<file path="src/rtl/uart_tx_cfg.sv">
// Configurable UART transmitter: start bit, DATA_W data bits LSB first, optional parity, 1-2 stop bits.
// A one-word holding register lets the next frame start right after the last stop bit.
module uart_tx_cfg #(
   parameter int BAUD_DIV  = 434,
   parameter int DATA_W    = 8,
   parameter int PARITY    = 0,
   parameter int STOP_BITS = 1
) (
   input  logic              clk,
   input  logic              rst_n,
   input  logic [DATA_W-1:0] din,
   input  logic              din_vld,
   output logic              rdy,
   output logic              dout,
   output logic              busy,
   output logic              tx_done
);
   localparam int CNT_W = (BAUD_DIV > 1) ? $clog2(BAUD_DIV) : 1;

   typedef enum logic [2:0] {
      IDLE  = 3'd0,
      START = 3'd1,
      DATA  = 3'd2,
      PAR   = 3'd3,
      STOP  = 3'd4
   } state_e;

   if (PARITY < 0 || PARITY > 2) begin : g_bad_parity
      $error("uart_tx_cfg: PARITY must be 0, 1 or 2");
   end
   if (STOP_BITS < 1 || STOP_BITS > 2) begin : g_bad_stop
      $error("uart_tx_cfg: STOP_BITS must be 1 or 2");
   end
   if (BAUD_DIV < 2 || BAUD_DIV > 65535) begin : g_bad_baud
      $error("uart_tx_cfg: BAUD_DIV must be in 2..65535");
   end
   if (DATA_W < 5 || DATA_W > 9) begin : g_bad_width
      $error("uart_tx_cfg: DATA_W must be in 5..9");
   end

   function automatic logic parity_bit(input logic [DATA_W-1:0] d);
      if (PARITY == 1) begin
         return ~^d;
      end else begin
         return ^d;
      end
   endfunction

   state_e            state_q, state_d;
   logic [CNT_W-1:0]  cnt_q, cnt_d;
   logic [3:0]        bit_q, bit_d;
   logic [DATA_W-1:0] shift_q, shift_d;
   logic [DATA_W-1:0] hold_q, hold_d;
   logic              hold_full_q, hold_full_d;
   logic              par_q, par_d;
   logic              dout_q, dout_d;
   logic              busy_q, busy_d;
   logic              done_q, done_d;
   logic              baud_wrap_s;
   logic              load_s;

   assign baud_wrap_s = (cnt_q == CNT_W'(BAUD_DIV - 1));

   // Next-state, line value and holding-register logic.
   always_comb begin
      state_d     = state_q;
      cnt_d       = cnt_q;
      bit_d       = bit_q;
      shift_d     = shift_q;
      par_d       = par_q;
      dout_d      = dout_q;
      busy_d      = busy_q;
      done_d      = 1'b0;
      load_s      = 1'b0;
      hold_d      = hold_q;
      hold_full_d = hold_full_q;

      if (state_q != IDLE) begin
         cnt_d = baud_wrap_s ? {CNT_W{1'b0}} : cnt_q + 1'b1;
      end else begin
         cnt_d = {CNT_W{1'b0}};
      end

      if (din_vld && !hold_full_q) begin
         hold_d      = din;
         hold_full_d = 1'b1;
      end else begin
         hold_d      = hold_q;
         hold_full_d = hold_full_q;
      end

      case (state_q)
         IDLE: begin
            load_s = hold_full_q;
         end
         START: begin
            if (baud_wrap_s) begin
               state_d = DATA;
               dout_d  = shift_q[0];
               shift_d = {1'b0, shift_q[DATA_W-1:1]};
               bit_d   = 4'd0;
            end else begin
               state_d = START;
            end
         end
         DATA: begin
            if (baud_wrap_s && bit_q == 4'(DATA_W - 1)) begin
               bit_d = 4'd0;
               if (PARITY != 0) begin
                  state_d = PAR;
                  dout_d  = par_q;
               end else begin
                  state_d = STOP;
                  dout_d  = 1'b1;
               end
            end else if (baud_wrap_s) begin
               dout_d  = shift_q[0];
               shift_d = {1'b0, shift_q[DATA_W-1:1]};
               bit_d   = bit_q + 4'd1;
            end else begin
               state_d = DATA;
            end
         end
         PAR: begin
            if (baud_wrap_s) begin
               state_d = STOP;
               dout_d  = 1'b1;
               bit_d   = 4'd0;
            end else begin
               state_d = PAR;
            end
         end
         STOP: begin
            if (baud_wrap_s && bit_q == 4'(STOP_BITS - 1)) begin
               done_d = 1'b1;
               if (hold_full_q) begin
                  load_s = 1'b1;
               end else begin
                  state_d = IDLE;
                  busy_d  = 1'b0;
               end
            end else if (baud_wrap_s) begin
               bit_d = bit_q + 4'd1;
            end else begin
               state_d = STOP;
            end
         end
         default: begin
            state_d = IDLE;
            dout_d  = 1'b1;
            busy_d  = 1'b0;
         end
      endcase

      // Parity is frozen at load so later din changes cannot disturb the frame.
      if (load_s) begin
         state_d     = START;
         shift_d     = hold_q;
         par_d       = parity_bit(hold_q);
         hold_full_d = 1'b0;
         dout_d      = 1'b0;
         busy_d      = 1'b1;
         bit_d       = 4'd0;
      end else begin
         par_d = par_q;
      end
   end

   // State and output registers.
   always_ff @(posedge clk or negedge rst_n) begin
      if (!rst_n) begin
         state_q     <= IDLE;
         cnt_q       <= {CNT_W{1'b0}};
         bit_q       <= 4'd0;
         shift_q     <= {DATA_W{1'b0}};
         hold_q      <= {DATA_W{1'b0}};
         hold_full_q <= 1'b0;
         par_q       <= 1'b0;
         dout_q      <= 1'b1;
         busy_q      <= 1'b0;
         done_q      <= 1'b0;
      end else begin
         state_q     <= state_d;
         cnt_q       <= cnt_d;
         bit_q       <= bit_d;
         shift_q     <= shift_d;
         hold_q      <= hold_d;
         hold_full_q <= hold_full_d;
         par_q       <= par_d;
         dout_q      <= dout_d;
         busy_q      <= busy_d;
         done_q      <= done_d;
      end
   end

   assign rdy     = ~hold_full_q;
   assign dout    = dout_q;
   assign busy    = busy_q;
   assign tx_done = done_q;
endmodule

</file>
<file path="config.mk">
export PLATFORM = sky130hd
export DESIGN_NAME = uart_tx_cfg
export DESIGN_NICKNAME = d
export VERILOG_FILES = /design/src/rtl/uart_tx_cfg.sv
export SDC_FILE = /design/constraint.sdc
export NUM_CORES = 1
export LEC_CHECK = 0
export ABC_AREA = 1
export ABC_CLOCK_PERIOD_IN_PS = 1730
export CAP_MARGIN = 5
export CORE_MARGIN = 2
export CORE_UTILIZATION = 38
export CTS_CLUSTER_DIAMETER = 60
export CTS_CLUSTER_SIZE = 16
export DETAILED_ROUTE_END_ITERATION = 6
export GPL_ROUTABILITY_DRIVEN = 0
export SYNTH_ARGS = -nofsm -noshare
export SYNTH_HDL_FRONTEND = slang
export SYNTH_SLANG_ARGS = --single-unit
</file>
<file path="constraint.sdc">
create_clock -name clk -period 1.73 [get_ports clk]
set_input_delay 0.173 -clock clk [delete_from_list [all_inputs] [get_ports clk]]
set_output_delay 0.173 -clock clk [all_outputs]
set_load 0.01 [all_outputs]
</file>
==> metrics.md, run 1 <==
| Metric | Value |
|---|---|
| Type of the worst setup path | `reg -> reg` |
| Count of input and output buffers | `14` |
| Kind of start point of the critical path | `register` |
| Setup violators final | `0` |
| Detail-routed net length per standard cell | `11.1 um` |
| Data required, critical path | `1.95 ns` |
| Leakage power figure | `1.21 nW` |
| Transition at the pin with the smallest max-transition slack | `0.453 ns` |
| Iteration-0 DRC Markers | `80` |
| Post-synth ARST share | `100%` |
| Net count, final | `307` |
| DIE AREA | `5680 um^2` |
| Die Y-Extent | `75.3 um` |
| Maximum number of pins on one net before global-route repair | `37` |
| Dpl cell area | `2230 um^2` |
| Die outline width | `75.3 um` |
| Pwr/cell area | `679 nW/um^2` |
| Root buf cell | `sky130_fd_sc_hd__clkbuf_8` |
| Via density per instance | `4.61` |
| Number of global-route vias before repair | `1617` |
| Worst hold-check path type | `in -> async` |
| Number of buffers added by the clock tree synthesis step | `5` |
| Final Max Tran Viols | `0` |
| Share of the synthesized area in the top cell type | `45.3%` |
| Gr usage total | `16.1%` |
| Critical path endpoint category | `register` |
| Worst rel slew slack | `69.8%` |
| Total Routed Length | `3.99 mm` |
| Antenna cell count | `0` |
| Max-capacitance violation count | `0` |
| Final standard cell area without fillers | `2490 um^2` |
| Overall via count from detail_route | `1659` |
| Leading post-synthesis cells by instance count | `77 x sky130_fd_sc_hd__nand2_1, 35 x sky130_fd_sc_hd__dfrtp_1, 34 x sky130_fd_sc_hd__inv_1` |
| H-Tree Level Count | `2` |
| I/O pin count | `15` |
| Run status | `finished, final reports clean` |
| Core box area | `4820 um^2` |
| Max Fanout on Critical Path | `6` |
| Min cycle time layout | `1.66 ns` |
| Setup TNS | `0 ns` |
| Final global-route overflow total | `0` |
| Clock-pin slew on the worst setup and hold paths | `0.08 ns` |
| Clock Sinks | `36` |
| Syn Std Cell Area | `1930 um^2` |
| Post-synthesis register bit count | `36` |
| Number of antenna violations at the first check in global routing | `0` |
| Top cells by area in the synthesized netlist | `sky130_fd_sc_hd__dfrtp_1 45%, sky130_fd_sc_hd__nand2_1 15%, sky130_fd_sc_hd__inv_1 6.6%` |
| Post-synth cell types | `30` |
| Final-layout fill cell count | `496` |
| Deepest clock path buffer count | `2` |
| Achievable clock frequency | `601 MHz` |
| Share of the yosys chip area belonging to registers | `46.6%` |
| Data arrival time at the worst-slack endpoint | `1.89 ns` |
| Syn_nets | `270` |
| Post-synth EDFFs | `0` |
| Largest area contributor in the synthesized netlist | `sky130_fd_sc_hd__dfrtp_1` |
| Cells after Synth | `255` |
| Clock tree from TritonCTS | `done` |
| Post-route DRC violation count | `0` |
| Layout overhead on the synthesized area | `28.5%` |
| Insertion delay to the later sink of the worst-skew pair | `0.29 ns` |
| Remaining antenna violation count after routing | `0` |
| VDD IR max | `464 uV` |
| Cell with the most instances after synthesis | `sky130_fd_sc_hd__nand2_1` |
| Global-route wire length before repair | `6.93 mm` |
| Commonest register cell after synthesis | `sky130_fd_sc_hd__dfrtp_1` |
| Worst clock skew on the final layout | `0.00972 ns` |
| Hold Violations, Final | `0` |
| Initial core utilization | `40.2%` |
| Warnings from Yosys | `0` |
| DPL Wire Length | `2.82 mm` |
| Fraction of final layout cells sized beyond drive strength 1 | `23.5%` |
| Number of detailed-routing iterations run before antenna repair | `4` |
| Share of the clock period used by the worst path after layout | `96.2%` |
| Unrepaired setup endpoints after global routing | `true` |
| Site Rows | `25` |
| Post-Syn Area per Cell | `7.59 um^2` |
==> critical path, stage by stage, from the launching register on <==
cell,delay (ns)
sky130_fd_sc_hd__dfrtp_1,0.39
sky130_fd_sc_hd__inv_1,0.06
sky130_fd_sc_hd__ha_2,0.17
sky130_fd_sc_hd__nand2_2,0.07
sky130_fd_sc_hd__inv_2,0.06
sky130_fd_sc_hd__nand2_2,0.06
sky130_fd_sc_hd__nor2_4,0.14
sky130_fd_sc_hd__nand2_4,0.08
sky130_fd_sc_hd__nand2_4,0.11
sky130_fd_sc_hd__nand2_8,0.10
sky130_fd_sc_hd__buf_6,0.16
sky130_fd_sc_hd__nand2_2,0.06
sky130_fd_sc_hd__nand3_2,0.07
sky130_fd_sc_hd__nand2_2,0.07
==> final cells by class <==
cell class | instances | area [um^2] | area share, %
clock inverters | 1 | 7.51 | 0.302
inverters | 38 | 155 | 6.24
repair buffers | 31 | 269 | 10.8
clock buffers | 7 | 86.3 | 3.47
multi-input cells | 180 | 982 | 39.5
flip-flops and latches | 36 | 902 | 36.3
well taps | 67 | 83.8 | 3.37
==> repair_timing <==
item	in CTS	in global routing
hold endpoints to repair	35	0
setup buffers	0	4
gates resized for setup	0	34
setup endpoints to repair	0	12
hold buffers	1	0
==> final timing paths <==
| kind | from | cells after the start | slack, ns | end |
|---|---|---|---|---|
| max | cnt_q[1] | 13 | 0.07 | shift_q[3] |
| min in group clk | din[2] | 3 | 0.46 | hold_q[2] |
| min | rst_n | 3 | 0.46 | bit_q[1] |
| max reg2reg | cnt_q[1] | 13 | 0.07 | shift_q[3] |
| max in group asynchronous | rst_n | 3 | 0.93 | dout |
| min reg2reg | shift_q[1] | 2 | 0.48 | shift_q[1] |
==> per-stage QoR <==
stage	worst slack (ns)	utilization, %	hold slack, ns	instances	power (mW)
global route	-0.0675	51.6	0.480	360	1.77
detailed placement	0.0800	46.3	0.248	346	1.08
floorplan	0.179	-	-0.123	255	1.00
CTS	0.0630	48.4	0.450	355	1.71
global placement	0.0815	46.3	0.243	346	1.07
finish	0.0653	51.6	0.457	360	1.69
==> flip-flops by register name, summed over array words and instances (netlist names) <==
name,flops
shift_q,8
hold_full_q,1
dout,1
busy,1
state_q,3
hold_q,8
tx_done,1
bit_q,4
cnt_q,9
==> cell usage in the layout, fill, tap and decap left out, types with 6 or more instances in the layout <==
cell,Yosys,layout
sky130_fd_sc_hd__a21oi_1,12,12
sky130_fd_sc_hd__buf_4,0,15
sky130_fd_sc_hd__clkbuf_8,0,6
sky130_fd_sc_hd__clkdlybuf4s50_1,0,13
sky130_fd_sc_hd__dfrtp_1,35,35
sky130_fd_sc_hd__inv_1,34,33
sky130_fd_sc_hd__nand2_1,77,63
sky130_fd_sc_hd__nand2_2,5,17
sky130_fd_sc_hd__nand3_1,20,16
sky130_fd_sc_hd__nor2_1,28,25
sky130_fd_sc_hd__nor3_1,6,6
==> kinds of logic (layout without fill, tap and decap cells) <==
group,count (synthesis),in the layout,synth area share [%]
XOR/XNOR,3,3,1.36
adder cells (fa/ha/maj),4,4,2.59
AO/OA/AOI/OAI,22,22,6.02
AND/OR/NAND/NOR,149,150,34.6
flip-flops,36,36,46.6
buffers and inverters,40,77,8.21
multiplexers,1,1,0.582
==> routing by layer <==
layer | routed length [um] | track usage, %
met1 | 1810 | 19.5
met2 | 2000 | 28.4
met3 | 106 | 3.57
met4 | 68 | 5.26
met5 | 0 | 0
==> power by group <==
group          internal, mW  total, mW  switching [mW]
registers             0.904      0.922          0.0176
logic                0.0581      0.138          0.0798
clock network         0.324      0.629           0.306
Power figures use the tool's default switching activity.
==> run 2: changes to the inputs <==
Settings changed: REMOVE_ABC_BUFFERS set to 1.
==> run 2 against run 1 <==
  * Total power grew 1.2%
  * Clock skew shrank 0.0064 ns
  * Sequential share of layout area grew 0.63 points
  * Via count grew 2.4%
  * Sequential power is essentially flat
  * Wire length grew 3.8%
  * Clock-buffer cell count is the same
  * Sequential cell count is the same
  * Hold slack lost 0.0072 ns
  * First-iteration DRC count shrank 23%
==> metrics.md, run 2 (same netlist as run 1, synthesis figures left out) <==
| Metric | Value |
|---|---|
| Root buf cell | `sky130_fd_sc_hd__clkbuf_8` |
| Critical path endpoint category | `output port` |
| Met3 Usage GRT | `4.10% (+0.53 points)` |
| Fraction of final layout cells sized beyond drive strength 1 | `18.3% (-5.3 points)` |
| Number of non-filler instances in the completed layout | `357 (-0.83%)` |
| Power Total | `1.71 mW (+1.2%)` |
| Pwr/cell area | `698 nW/um^2 (+2.8%)` |
| Post-route DRC violation count | `0 (unchanged)` |
| Leakage power figure | `1.20 nW (-0.60%)` |
| Hold Violations, Final | `0 (unchanged)` |
| Site Rows | `25 (unchanged)` |
| Register-to-register setup slack | `0.10 ns (+0.03 ns)` |
| I/O pin count | `15 (unchanged)` |
| Dpl cells | `346 (unchanged)` |
| Total Routed Length | `4.14 mm (+3.8%)` |
| Max reg flops | `9 (unchanged)` |
| Antenna cell count | `0 (unchanged)` |
| Data required, critical path | `1.56 ns (-0.39 ns)` |
| Share of the clock period used by the worst path after layout | `94.7% (-1.5 points)` |
| Clock-pin slew on the worst setup and hold paths | `0.07 ns (about the same)` |
| Maximum number of pins on one net before global-route repair | `37 (unchanged)` |
| Core box area | `4820 um^2 (unchanged)` |
| Clock tree from TritonCTS | `done` |
| R2R depth | `13 (unchanged)` |
| Gr usage total | `16.2% (+0.11 points)` |
| Final global-route overflow total | `0 (unchanged)` |
| Global-route wire length before repair | `6.94 mm (+0.10%)` |
| Type of the worst setup path | `reg -> out` |
| Max Fanout on Critical Path | `5 (-1)` |
| Number of global-route vias before repair | `1562 (-3.4%)` |
| Number of antenna violations at the first check in global routing | `0 (unchanged)` |
| Worst reg2reg endpoint | `shift_q[5]` |
| Highest-utilization routing layer at the global route stage | `met2` |
| Kind of start point of the critical path | `register` |
| Worst clock skew on the final layout | `0.00337 ns (-0.00635 ns)` |
| Die outline width | `75.3 um (unchanged)` |
| Most common cell after layout, fill and taps aside | `sky130_fd_sc_hd__nand2_1` |
| Final Max Tran Viols | `0 (unchanged)` |
| Reg with most FFs | `cnt_q` |
| Number of detailed-routing iterations run before antenna repair | `4 (unchanged)` |
| Met2 layer usage reported by global route | `27.4% (-0.97 points)` |
| Count of input and output buffers | `14 (unchanged)` |
| Worst stage delay on the critical path | `0.60 ns (+0.21 ns)` |
| Via density per instance | `4.76 (+3.2%)` |
| Delay-heaviest family, CP | `buffers and inverters` |
| Overall via count from detail_route | `1698 (+2.4%)` |
| DIE AREA | `5680 um^2 (unchanged)` |
| Transition at the pin with the smallest max-transition slack | `0.461 ns (+0.00790 ns)` |
| Achievable clock frequency | `611 MHz (+1.6%)` |
| Initial core utilization | `40.2% (unchanged)` |
| FF-to-FF Start | `cnt_q[1]` |
| Net count, final | `305 (-0.65%)` |
| Die Y-Extent | `75.3 um (unchanged)` |
| GR Util met1 | `20.7% (+1.2 points)` |
| Detail-routed net length per standard cell | `11.6 um (+4.7%)` |
| Setup violators final | `0 (unchanged)` |
| Pre-CTS setup slack | `0.0256 ns (-0.0544 ns)` |
| Insertion delay to the later sink of the worst-skew pair | `0.29 ns (about the same)` |
| Leading registers by flop count | `cnt_q x9, hold_q x8, shift_q x8` |
| Worst rel slew slack | `69.3% (-0.53 points)` |
| WHS | `0.450 ns (-0.00718 ns)` |
| Data arrival time at the worst-slack endpoint | `1.46 ns (-0.43 ns)` |
| Max stage delay cell, worst path | `sky130_fd_sc_hd__clkdlybuf4s50_1` |
| Run status | `finished, final reports clean` |
| Clock Sinks | `36 (unchanged)` |
| DPL Wire Length | `2.96 mm (+4.9%)` |
| Layout overhead on the synthesized area | `26.5%` |
| Remaining antenna violation count after routing | `0 (unchanged)` |
| Smallest setup slack after layout | `0.0921 ns (+0.0268 ns)` |
| H-Tree Level Count | `2 (unchanged)` |
| Worst hold-check path type | `in -> async` |
| VDD IR max | `454 uV (-2.2%)` |
| Most used cells in the layout excluding fill and tap cells | `74 x sky130_fd_sc_hd__nand2_1, 34 x sky130_fd_sc_hd__inv_1, 34 x sky130_fd_sc_hd__dfrtp_1, 24 x sky130_fd_sc_hd__nor2_1, 20 x sky130_fd_sc_hd__nand3_1` |
| Number of buffers and inverters on the critical path | `2 (-1)` |
| Min cycle time layout | `1.64 ns (-0.0268 ns)` |
| CP Cell Sequence | `inv_1, clkdlybuf4s50_1` |
| Deepest clock path buffer count | `2 (unchanged)` |
| Number of buffers added by the clock tree synthesis step | `5 (unchanged)` |
| Iteration-0 DRC Markers | `62 (-23%)` |
| Max-capacitance violation count | `0 (unchanged)` |
-- run 2: cell count changes in the layout (fill, tap and decap cells not counted), moves of 2 or more --
cell	change
sky130_fd_sc_hd__nand3_1	+4
sky130_fd_sc_hd__nand2_2	-12
sky130_fd_sc_hd__buf_4	-2
sky130_fd_sc_hd__nand3_2	-4
sky130_fd_sc_hd__nand2_1	+11
-- run 2: where the power goes --
part	internal, mW	switching (mW)
Sequential	0.904	0.0161
Combinational	0.0581	0.0748
Clock	0.355	0.300
-- run 2: stage by stage --
stage	TNS, ns	util (%)	cell area (um^2)
after CTS	0	48.5	2330
after detailed placement	0	46.3	2230
after global placement	0	46.3	2230
after floorplan	0	-	1920
after global routing	-0.234	50.8	2450
final	0	50.8	2450
-- run 2: timing repair --
item,CTS,global route
hold buffers,1,0
hold endpoints to repair,35,0
gates resized for setup,0,22
buffers inserted,0,2
setup endpoints to repair,0,14
-- run 2: how the worst max path moves through the flow --
stage | start | endpoint | slack [ns] | cells past startpoint
after floorplan | bit_q[0] | shift_q[0] | 0.14 | 10
after global placement | cnt_q[1] | shift_q[2] | 0.07 | 13
after detailed placement | bit_q[0] | shift_q[2] | 0.03 | 10
after CTS | bit_q[0] | shift_q[5] | 0.02 | 10
after global routing | cnt_q[1] | shift_q[5] | -0.04 | 13
final | hold_full_q | rdy | 0.09 | 2
-- run 2: worst reg2reg max path, cell delays in order (launching register included) --
cell and delay (ns):
sky130_fd_sc_hd__dfrtp_1 0.38, sky130_fd_sc_hd__inv_1 0.09, sky130_fd_sc_hd__ha_4 0.14, sky130_fd_sc_hd__nand2_2 0.06, sky130_fd_sc_hd__inv_1 0.05, sky130_fd_sc_hd__nand2_1 0.08
sky130_fd_sc_hd__nor2_4 0.14, sky130_fd_sc_hd__nand2_4 0.08, sky130_fd_sc_hd__nand2_4 0.10, sky130_fd_sc_hd__nand2_8 0.10, sky130_fd_sc_hd__buf_6 0.16, sky130_fd_sc_hd__nand2_1 0.05
sky130_fd_sc_hd__nand3_1 0.09, sky130_fd_sc_hd__nand2_1 0.07
-- run 2: layout make-up --
class | count | area [um^2]
Fill cell | 483 | 2370
Multi-Input combinational cell | 180 | 957
Sequential cell | 36 | 903
Timing Repair Buffer | 29 | 254
Inverter | 38 | 153
Clock buffer | 7 | 96.3
Tap cell | 67 | 83.8
-- run 2: routing by layer --
| metal | routed length [um] | up-vias |
|---|---|---|
| li1 | - | 867 |
| met1 | 1860 | 787 |
| met2 | 2090 | 33 |
| met3 | 131 | 11 |
| met4 | 61 | 0 |
| met5 | 0 | - |
